[config.mk]
export PLATFORM = sky130hd
export DESIGN_NAME = red_sequencer
export DESIGN_NICKNAME = d
export VERILOG_FILES = /design/src/rtl/red_seq_pkg.sv /design/src/rtl/byte_add8.sv /design/src/rtl/red_sequencer.sv
export SDC_FILE = /design/constraint.sdc
export NUM_CORES = 1
export LEC_CHECK = 0
export CAP_MARGIN = 20
export CORE_ASPECT_RATIO = 0.75
export CORE_MARGIN = 2
export CORE_UTILIZATION = 49
export CTS_BUF_LIST = sky130_fd_sc_hd__clkbuf_4
export DETAILED_ROUTE_END_ITERATION = 7
export PLACE_DENSITY_LB_ADDON = 0.12
export RECOVER_POWER = 100
export SLEW_MARGIN = 40
export SYNTH_ARGS = -nofsm -noshare
export SYNTH_HDL_FRONTEND = slang
export SYNTH_SLANG_ARGS = --single-unit
[constraint.sdc]
create_clock -name clk -period 2.6 [get_ports clk]
set_input_delay 0.39 -clock clk [delete_from_list [all_inputs] [get_ports clk]]
set_output_delay 0.39 -clock clk [all_outputs]
set_load 0.005 [all_outputs]
[src/rtl/red_seq_pkg.sv]
// Shared definitions for the reduction sequencer: widths, latency and the
// FSM state encoding used by the top level.
package red_seq_pkg;

    localparam int DATA_W  = 16;
    localparam int BYTE_W  = 8;
    localparam int LATENCY = 4;

    // Explicit 3-bit state encoding.
    typedef enum logic [2:0] {
        IDLE = 3'd0,
        HI   = 3'd1,
        LO   = 3'd2,
        SUM  = 3'd3,
        DONE = 3'd4
    } state_e;

    // Sign-extend a byte-wide value to the full data width.
    function automatic logic [DATA_W-1:0] sext_byte(input logic [BYTE_W-1:0] v);
        return {{(DATA_W-BYTE_W){v[BYTE_W-1]}}, v};
    endfunction

endpackage

[src/rtl/byte_add8.sv]
// 8-bit two's-complement adder, wrapping modulo 256, with a signed-overflow
// flag. This is the single arithmetic resource shared by all reduction steps.
module byte_add8
    import red_seq_pkg::*;
(
    input  logic [BYTE_W-1:0] x,
    input  logic [BYTE_W-1:0] y,
    output logic [BYTE_W-1:0] sum,
    output logic              ovf
);

    // Wrapping add; signed overflow when both operands share a sign that the
    // sum does not.
    always_comb begin
        sum = x + y;
        ovf = (x[BYTE_W-1] == y[BYTE_W-1]) && (sum[BYTE_W-1] != x[BYTE_W-1]);
    end

endmodule

[src/rtl/red_sequencer.sv]
// Reduction sequencer: adds the high bytes, then the low bytes, then the two
// partial sums, all through one shared 8-bit adder. The byte result is
// sign-extended to 16 bits and reported with the OR of all three signed
// overflow flags. Every output comes straight from a flop.
module red_sequencer
    import red_seq_pkg::*;
(
    input  logic              clk,
    input  logic              rst,
    input  logic              start,
    input  logic [DATA_W-1:0] a,
    input  logic [DATA_W-1:0] b,
    output logic              busy,
    output logic              done,
    output logic [DATA_W-1:0] result,
    output logic              ovf
);

    state_e              state_q,  state_d;
    logic [DATA_W-1:0]   a_q,      a_d;
    logic [DATA_W-1:0]   b_q,      b_d;
    logic [BYTE_W-1:0]   hi_q,     hi_d;
    logic [BYTE_W-1:0]   lo_q,     lo_d;
    logic                hi_ovf_q, hi_ovf_d;
    logic                lo_ovf_q, lo_ovf_d;
    logic [DATA_W-1:0]   result_q, result_d;
    logic                ovf_q,    ovf_d;
    logic                busy_q,   busy_d;
    logic                done_q,   done_d;

    logic [BYTE_W-1:0]   add_x;
    logic [BYTE_W-1:0]   add_y;
    logic [BYTE_W-1:0]   add_sum;
    logic                add_ovf;

    byte_add8 u_add (
        .x   (add_x),
        .y   (add_y),
        .sum (add_sum),
        .ovf (add_ovf)
    );

    // Next-state, operand mux for the shared adder, and register updates.
    always_comb begin
        // NOTE: every signal gets a default before the case, so no path leaves
        // one unassigned and no latch is inferred.
        state_d  = state_q;
        a_d      = a_q;
        b_d      = b_q;
        hi_d     = hi_q;
        lo_d     = lo_q;
        hi_ovf_d = hi_ovf_q;
        lo_ovf_d = lo_ovf_q;
        result_d = result_q;
        ovf_d    = ovf_q;
        add_x    = '0;
        add_y    = '0;

        case (state_q)
            IDLE, DONE: begin
                // A new request is only accepted here; requests seen while
                // busy are dropped, not queued.
                if (start) begin
                    state_d = HI;
                    a_d     = a;
                    b_d     = b;
                end else begin
                    state_d = IDLE;
                end
            end
            HI: begin
                add_x    = a_q[DATA_W-1:BYTE_W];
                add_y    = b_q[DATA_W-1:BYTE_W];
                hi_d     = add_sum;
                hi_ovf_d = add_ovf;
                state_d  = LO;
            end
            LO: begin
                add_x    = a_q[BYTE_W-1:0];
                add_y    = b_q[BYTE_W-1:0];
                lo_d     = add_sum;
                lo_ovf_d = add_ovf;
                state_d  = SUM;
            end
            SUM: begin
                add_x    = hi_q;
                add_y    = lo_q;
                result_d = sext_byte(add_sum);
                ovf_d    = hi_ovf_q | lo_ovf_q | add_ovf;
                state_d  = DONE;
            end
            default: begin
                state_d = IDLE;
            end
        endcase

        // Status flags are registered from the next state so they line up
        // with the state they describe.
        busy_d = (state_d == HI) || (state_d == LO) || (state_d == SUM);
        done_d = (state_d == DONE);
    end

    // State and datapath registers with synchronous reset.
    always_ff @(posedge clk) begin
        if (rst) begin
            // NOTE: the operand and partial-sum registers are ordinary flops,
            // so they are cleared here like the control state; a reset drops
            // any operation in flight.
            state_q  <= IDLE;
            a_q      <= '0;
            b_q      <= '0;
            hi_q     <= '0;
            lo_q     <= '0;
            hi_ovf_q <= 1'b0;
            lo_ovf_q <= 1'b0;
            result_q <= '0;
            ovf_q    <= 1'b0;
            busy_q   <= 1'b0;
            done_q   <= 1'b0;
        end else begin
            // NOTE: non-blocking assignments, so every flop samples the values
            // computed before this edge.
            state_q  <= state_d;
            a_q      <= a_d;
            b_q      <= b_d;
            hi_q     <= hi_d;
            lo_q     <= lo_d;
            hi_ovf_q <= hi_ovf_d;
            lo_ovf_q <= lo_ovf_d;
            result_q <= result_d;
            ovf_q    <= ovf_d;
            busy_q   <= busy_d;
            done_q   <= done_d;
        end
    end

    assign busy   = busy_q;
    assign done   = done_q;
    assign result = result_q;
    assign ovf    = ovf_q;

endmodule

==> key figures <==
Run status
  – Outcome: complete, no violations

Routing
  – 1st-iter DRT viols: 138
  – Final antenna-violating net count: 0
  – Via-to-Cell Ratio: 5.324
  – Drt total wl: 7707 um
  – Drt wl/cell: 15.02 um
  – Router iterations before antenna repair: 4
  – Via count: 2,731
  – DRC viols: 0

Critical path
  – Critical-path maximum fanout: 7
  – Startpoint class of the critical path: flop
  – Crit Path Category: flop to flop
  – Critical path endpoint category: flop
  – Crit path DAT: 2.81 ns
  – WP data required: 2.89 ns

Yosys
  – Syn_nets: 418
  – Ys async rst share: 0
  – Number of synthesized flops with an enable pin: 0
  – Most used flip-flop cell after synthesis: dfxtp_1
  – Post-Synthesis Cells: 375
  – Cell Area, Synth: 2997 sq um
  – Netlist cell types: 37
  – Synth warn: 0
  – Register bit total from synthesis: 64
  – Register area share after synthesis: 0.4276
  – Syn avg cell area: 7.991 sq um

Floorplan
  – Initial core utilization: 0.5118
  – Chip Width: 94.30 um
  – Core area: 5856 sq um
  – Die H: 71.73 um
  – Row count: 24
  – I/O Pins: 54
  – Die area: 6764 sq um

Pwr
  – Power Dens Cells: 587.8 nW/um^2
  – Maximum VDD drop: 312.8 uV
  – P_leak: 1.507 nW
  – Total chip power: 0.002277 W

Timing
  – Crit path time final: 2.520 ns
  – Max-slew violation count: 0
  – Worst-Margin Slew: 1.436 ns
  – Tcrit/Tclk final: 0.9693
  – TNS Setup: 0 ns
  – Fmax: 396.8 MHz
  – Hold Vio Cnt, Final: 0
  – Clock skew: 0.007249 ns
  – Final-report setup violation count: 0
  – Slew headroom: 0.04300

Place
  – Detail Placement HPWL: 5436 um
  – Routability cong.: 0.9200
  – Number of port buffers: 53

Run
  – # Max-Cap Violations: 0

Clocking
  – Clock transition at path regs: 0.11 ns
  – Worst skew pair latency: 0.42 ns
  – Clock buffer depth: 2
  – CTS Buf Count: 9
  – H-tree levels: 3
  – CTS tree: yes
  – CTS root buf: clkbuf_4
  – CTS Sinks: 64

Final layout
  – Layout cells sized above 1: 0.1793
  – Filler cells: 520
  – Diode count: 0
  – Nets: 474
  – Synth-to-Final Area Change: 29.27%

Global routing
  – Gr usage total: 0.2380
  – Largest net degree at the start of global routing: 35
  – Total grt overflow: 0
  – Vias in the first global route: 2,497
  – Antenna violations before repair: 0
  – First-pass GRT wire length: 12,260 um

Min path
  – Type of the worst min-delay path: input pin to flop
-- cell type report --
cell class | count | area [sq um] | area share
Timing Repair Buffer | 79 | 750.7 | 0.1938
Tap cell | 78 | 97.59 | 0.02519
Multi-Input combinational cell | 273 | 1619 | 0.4180
Sequential cell | 64 | 1286 | 0.3320
Inverter | 4 | 15.01 | 0.003876
Clock inverter | 6 | 37.54 | 0.009690
Clock buffer | 9 | 67.56 | 0.01744
-- Yosys cell counts, types with 5 or more instances --
| master | instances | area (sq um) |
|---|---|---|
| a211oi_1 | 10 | 75.07 |
| a21oi_1 | 53 | 265.3 |
| a22oi_1 | 12 | 90.09 |
| buf_2 | 5 | 25.02 |
| buf_4 | 9 | 67.56 |
| clkbuf_1 | 18 | 67.56 |
| dfxtp_1 | 64 | 1281 |
| ha_1 | 7 | 87.58 |
| mux2_2 | 16 | 180.2 |
| nand2_1 | 105 | 394.1 |
| nor2_1 | 28 | 105.1 |
-- timing repair --
action	CTS	global route
buffers inserted	0	8
pin swaps	2	9
gates resized for setup	3	21
hold buffers	0	0
endpoints found under the setup margin	9	15
gates cloned	0	1
-- layer usage --
layer / share of wire / global-route usage / vias up
li1: - / - / 1373
met1: 0.48 / 0.3369 / 1254
met2: 0.44 / 0.3413 / 88
met3: 0.062 / 0.06730 / 16
met4: 0.022 / 0.09984 / 0
met5: 0 / 0 / -
-- per-stage QoR --
step / instances / hold slack, ns / util / instance area (sq um) / worst slack [ns]
floorplan: 375 / 0.4329 / - / 2999 / 0.02213
global placement: 489 / 0.4409 / 0.6132 / 3591 / 0.02665
detailed placement: 489 / 0.4490 / 0.6132 / 3591 / -0.05985
CTS: 504 / 0.4116 / 0.6327 / 3705 / 0.002363
global route: 513 / 0.4574 / 0.6615 / 3874 / -0.02746
finish: 513 / 0.4472 / 0.6615 / 3874 / 0.07971
-- cell usage in the layout (no fill, tap or decap), types with 2 or more instances in the layout --
master | netlist | final
nand2_1 | 105 | 104
dfxtp_1 | 64 | 62
a21oi_1 | 53 | 49
clkdlybuf4s50_1 | 0 | 33
nor2_1 | 28 | 27
buf_4 | 9 | 20
dlygate4sd3_1 | 0 | 19
mux2_2 | 16 | 16
a211oi_1 | 10 | 10
clkbuf_4 | 0 | 9
a22oi_1 | 12 | 8
inv_1 | 4 | 4
a21oi_2 | 0 | 4
a22oi_2 | 0 | 4
and2_1 | 4 | 4
xnor2_1 | 4 | 4
ha_1 | 7 | 4
nor2b_1 | 4 | 3
nand3b_1 | 3 | 3
o31ai_1 | 3 | 3
ha_4 | 0 | 3
clkinvlp_4 | 0 | 3
clkinv_2 | 0 | 3
nor2b_2 | 1 | 2
nor3_1 | 2 | 2
nand3_1 | 2 | 2
a31oi_1 | 2 | 2
xor2_1 | 2 | 2
a32oi_2 | 2 | 2
clkbuf_1 | 18 | 2
buf_6 | 0 | 2
-- registers in the layout, indices dropped and copies added (netlist names) --
name      cells
a_q          16
b_q          16
busy          1
done          1
hi_ovf_q      1
hi_q          8
lo_ovf_q      1
lo_q          8
ovf           1
result        8
state_q       3
-- where the power goes --
group	switching (W)	internal [W]	leakage [nW]	total (W)
clock network	0.000365	0.000185	0.0536	0.000550
logic	0.000319	0.000288	0.930	0.000607
registers	0.0000574	0.00106	0.523	0.00112
-- critical path, cell delays in order, from the launching register on --
cell and delay [ns]:
dfxtp_4 0.39, buf_6 0.14, mux2_2 0.33, a22oi_1 0.16, nor2_1 0.06, ha_1 0.34, a21o_1 0.21, a31oi_1 0.21
xor2_1 0.32, buf_4 0.18, o31ai_1 0.05
-- worst paths after layout --
check              from   endpoint  slack, ns  cells after the start
min reg2reg      a_q[1]     a_q[1]       0.46                      2
max          state_q[1]  result[5]       0.08                     10
min                 rst       done       0.45                      2
max reg2reg  state_q[1]  result[5]       0.08                     10
-- kinds of logic after synthesis --
kind of cell               after synthesis  share of synthesized area
muxes                                   17                    0.06346
buffers and inverters                   38                    0.06137
DFF                                     64                     0.4276
AOI/OAI and AO/OA                       88                     0.1812
and+or+nand+nor                        154                     0.2129
xor gates and xnor gates                 6                    0.01754
adders and majority gates                8                    0.03591
Power figures use the tool's default switching activity.
==> RTL change 1, RTL diff (config.mk and constraints unchanged) <==
Take the reset off `result_q` and load it in a clocked block of its own.
--- a/src/rtl/red_sequencer.sv
+++ b/src/rtl/red_sequencer.sv
@@ -113,7 +113,6 @@
             lo_q     <= '0;
             hi_ovf_q <= 1'b0;
             lo_ovf_q <= 1'b0;
-            result_q <= '0;
             ovf_q    <= 1'b0;
             busy_q   <= 1'b0;
             done_q   <= 1'b0;
@@ -127,11 +126,14 @@
             lo_q     <= lo_d;
             hi_ovf_q <= hi_ovf_d;
             lo_ovf_q <= lo_ovf_d;
-            result_q <= result_d;
             ovf_q    <= ovf_d;
             busy_q   <= busy_d;
             done_q   <= done_d;
         end
+    end
+
+    always_ff @(posedge clk) begin
+        result_q <= result_d;
     end
 
     assign busy   = busy_q;
Behaviour: differs if rst is asserted again (counterexample within 10 cycles, from zero or initial values and one cycle with rst high); with rst held inactive, the same outputs for 10 cycles.
==> RTL change 1 against the unedited design <==
Hold slack gained 14 ps. Wire length shrank 5.4%. Sequential cell count did not move. First-iteration DRC count is 5.8% lower. Final area rose by 1.6%. Power increased by 3.4%. Setup slack worse by 13 ps. Combinational power is 1% higher. Area after synthesis up 0.38%. Largest cell class unchanged.
==> RTL change 1: results (changes against the unedited design) <==
stage,metric,value,unit,change
synthesis,ys_seq_area_frac,0.453,,was 0.428
synthesis,synth_xor_area_frac,0.0175,,about the same
grt,grt_max_degree,57,,was 35
synthesis,yosysUniqueCellTypes,40,,was 37
synthesis,synth_edf_count,8,,was 0
pwr,p_clk,0.585,mW,was 0.550 mW
pwr,internal_power,1.60,mW,was 1.54 mW
routing,drt-vias-per-instance,5.26,,was 5.32
routing,first_pass_iters,4,,unchanged
worst_setup_path,worstPathArrival,2670,ps,was 2810 ps
clock_network,cts_buffers,9,,unchanged
worst_setup_path,crit_slowest_cell,dfxtp_4,,unchanged
final_layout,largest_registers,"a_q x16, b_q x16",,unchanged
worst_setup_path,worst_path_largest_cell_delay,390,ps,about the same
place,dpl.hpwl,5.26,mm,was 5.44 mm
routing,routed_wl,7.29,mm,was 7.71 mm
synthesis,synth-compound-area-share,0.171,,was 0.181
final_layout,fill_cells,520,,unchanged
clock_network,cts_htree_levels,3,,unchanged
pwr,vdd_drop_max,0.363,mV,was 0.313 mV
place,place.gp.congestion,0.866,,was 0.920
final_layout,post_route_cells_drive_above_1_share,0.208,,was 0.179
worst_setup_path,crit_start,state_q[1]$_SDFF_PP0_,,unchanged
pwr,power_leakage,1.52,nW,was 1.51 nW
worst_hold_path,hold_class,flop to flop,,was primary input to flop
worst_setup_path,crit_family,compound AO/OA/AOI/OAI gates,,unchanged
grt,grt_pass1_wl,11.5,mm,was 12.3 mm
final_layout,diodes,0,,unchanged
pwr,power_density,598,nW/um^2,was 588 nW/um^2
status,outcome,finished clean,,unchanged
place,numPortBuffers,53,,unchanged
synthesis,yosys-mux-area-fraction,0.0599,,was 0.0635
synthesis,synth_nets,401,,was 418
grt,track_usage,0.227,,was 0.238
sta,clock_skew,15.0,ps,was 7.25 ps
synthesis,async_flop_share,0,,unchanged
clock_network,insertion_delay,420,ps,about the same
routing,drtIter0Drc,130,,was 138
grt,grt_pass1_vias,2311,,was 2497
synthesis,synthAdderAreaFrac,0.0358,,was 0.0359
grt,grt_antenna_before_repair,0,,unchanged
clock_network,clk_pin_slew,100,ps,
worst_setup_path,cp_max_fo,6,,was 7
synthesis,netlist_top_cells_area,"dfxtp_1, nand2_1, edfxtp_1, a21oi_1, mux2_2",,"was dfxtp_1, nand2_1, a21oi_1, mux2_2, nor2_1"
final_layout,final_nets,461,,was 474
clock_network,clock-root-buffer,clkbuf_4,,unchanged
place,placed_area,3620,um^2,was 3590 um^2
worst_hold_path,holdCritStartpoint,hi_q[0]$_SDFFE_PP0N_,,was rst
clock_network,cts_buffer_depth,2,,unchanged
sta,tightestPinTransition,682,ps,was 1440 ps
synthesis,ys.warnings.count,0,,unchanged
pwr,power_frac_seq,0.491,,was 0.492
synthesis,ys_top_cells_by_count,"nand2_1, dfxtp_1, a21oi_1",,unchanged
[RTL change 1: cell types whose count changed in the layout (fill, tap and decap cells not counted), sizes merged, moves of 3 or more]
cell           change
a21oi              -6
clkdlybuf4s50     +12
dfxtp              -8
dlygate4sd3       -12
edfxtp             +8
inv                +3
nand2             -10
nand3b             -3
nor2b              +3
o21ai              +4
o31ai              -3
[RTL change 1: layout make-up]
| class | count | area, um^2 | share of cell area |
|---|---|---|---|
| clock buffers | 10 | 75.1 | 0.0191 |
| inverters | 6 | 22.5 | 0.00572 |
| clock inverters | 6 | 45.0 | 0.0114 |
| multi-input cells | 258 | 1600 | 0.407 |
| flip-flops and latches | 64 | 1370 | 0.347 |
| repair buffers | 79 | 729 | 0.185 |
| well taps | 78 | 97.6 | 0.0248 |
[RTL change 1: routing by layer]
metal	GRT usage	part of all wire	vias up	wire length [um]
met4	0.0966	0.021	0	153
met3	0.0589	0.064	20	469
met2	0.310	0.43	88	3120
met5	0	0	-	0
met1	0.338	0.49	1189	3550
li1	-	-	1339	-
[RTL change 1: metrics by stage]
stage               instances  worst slack, ps
detailed placement        479             4.82
finish                    501             66.7
floorplan                 358             66.6
CTS                       495             12.2
global placement          479             30.4
global route              501            -69.6
[RTL change 1: path summary, 6_finish.rpt]
check	slack, ps	end	depth (start not counted)
worst max-delay path	70	result[7]$_DFFE_PN_	10
worst min register to register	460	hi_q[0]$_SDFFE_PP0N_	2
worst max register to register	70	result[7]$_DFFE_PN_	10
worst min-delay path	460	hi_q[0]$_SDFFE_PP0N_	2
[RTL change 1: timing repair]
| action | 4_1_cts | 5_1_grt |
|---|---|---|
| setup endpoints to repair | 1 | 18 |
| setup buffers | 0 | 6 |
| pin swaps | 0 | 14 |
| resized for setup | 1 | 36 |
==> RTL change 2, RTL diff (same flow settings) <==
Made on the original files. Add an input register stage for `b`; this delays it by one clock. The other inputs are not delayed to match.
--- a/src/rtl/red_sequencer.sv
+++ b/src/rtl/red_sequencer.sv
@@ -15,6 +15,12 @@
     output logic [DATA_W-1:0] result,
     output logic              ovf
 );
+
+    logic [DATA_W-1:0] b_r;
+
+    always_ff @(posedge clk) begin
+        b_r <= b;
+    end
 
     state_e              state_q,  state_d;
     logic [DATA_W-1:0]   a_q,      a_d;
@@ -63,7 +69,7 @@
                 if (start) begin
                     state_d = HI;
                     a_d     = a;
-                    b_d     = b;
+                    b_d     = b_r;
                 end else begin
                     state_d = IDLE;
                 end
Behaviour: not the same (Yosys sat finds a counterexample within 10 cycles, from zero or initial values and one cycle with rst high).
==> RTL change 2 against the unedited design <==
Final area increased by 11%. Power increased by 24%. Clock skew increased by 8.4 ps. Wire length increased by 5.0%. Setup slack got worse by 0.57 ps. Area after synthesis increased by 11%. Count of clock-buffer cells in the layout increased by 2. Sequential cell count increased by 16. Largest power group unchanged.
==> RTL change 2: results (changes against the unedited design) <==
stage,metric,value,unit,change
final_layout,fill_cells,583,,was 520
routing,routed-wl-met2,3.73,mm,was 3.37 mm
synthesis,avgSynthCellArea,8.54,um^2,was 7.99 um^2
place,placed_area,3960,um^2,was 3590 um^2
pwr,power_leakage,1.65,nW,was 1.51 nW
routing,num_vias,2771,,was 2731
synthesis,synth_nets,434,,was 418
synthesis,netlist_top_cells_area,"dfxtp_1, nand2_1, a21oi_1, nor2_1, mux2_1",,"was dfxtp_1, nand2_1, a21oi_1, mux2_2, nor2_1"
routing,drtIter0Drc,141,,was 138
synthesis,ys_top_cells_by_count,"nand2_1, dfxtp_1, a21oi_1",,unchanged
grt,grt.met2_usage,0.351,,was 0.341
synthesis,synth_xor_area_frac,0.0157,,was 0.0175
pwr,power_frac_seq,0.490,,was 0.492
pwr,internal_power,2.01,mW,was 1.54 mW
sta,clock_skew,15.7,ps,was 7.25 ps
pwr,p_total,2.83,mW,was 2.28 mW
sta,tightestPinTransition,626,ps,was 1440 ps
worst_setup_path,worstPathArrival,2800,ps,was 2810 ps
clock_network,post_cts_resized,1,,was 3
pwr,p_comb_frac,0.212,,was 0.267
final_layout,largest_registers,"a_q x16, b_q x16, b_r x16",,"was a_q x16, b_q x16"
grt,grt_pass1_vias,2498,,was 2497
grt,track_usage,0.217,,was 0.238
synthesis,synthAdderAreaFrac,0.0322,,was 0.0359
pwr,vdd_drop_max,0.315,mV,was 0.313 mV
synthesis,ys_seq_area_frac,0.480,,was 0.428
place,dp_worst_setup_slack,-67.5,ps,was -59.8 ps
grt,gr-usage-met3,0.0532,,was 0.0673
place,dpl.hpwl,5.65,mm,was 5.44 mm
worst_setup_path,crit_family,multiplexers,,was compound AO/OA/AOI/OAI gates
status,outcome,finished clean,,unchanged
routing,post_drt_wl_per_cell,15.0,um,about the same
final_layout,instances_no_fill,538,,was 513
[RTL change 2: final timing paths]
check	startpoint	endpoint	slack (ps)	cells after the start
worst min-delay path	rst	done$_SDFF_PP0_	370	2
worst min register to register	b_r[8]$_DFF_P_	b_q[8]$_SDFFE_PP0P_	440	2
worst max register to register	state_q[1]$_SDFF_PP0_	lo_ovf_q$_SDFFE_PP0N_	80	10
worst max-delay path	state_q[1]$_SDFF_PP0_	lo_ovf_q$_SDFFE_PP0N_	80	10
[RTL change 2: cell families (layout without fill, tap and decap cells)]
family	after synthesis	in the layout
AO/OA/AOI/OAI	88	88
adder cells (fa/ha/maj)	8	8
multiplexers	17	17
AND/OR/NAND/NOR	154	154
buffers and inverters	38	101
XOR/XNOR	6	6
flip-flops	80	80
[RTL change 2: layout make-up]
type	instances	area, um^2	share of cell area
clock inverters	5	81.3	0.0190
inverters	4	15.0	0.00350
repair buffers	81	741	0.173
flip-flops and latches	80	1610	0.374
multi-input cells	273	1660	0.387
clock buffers	11	82.6	0.0193
well taps	84	105	0.0245
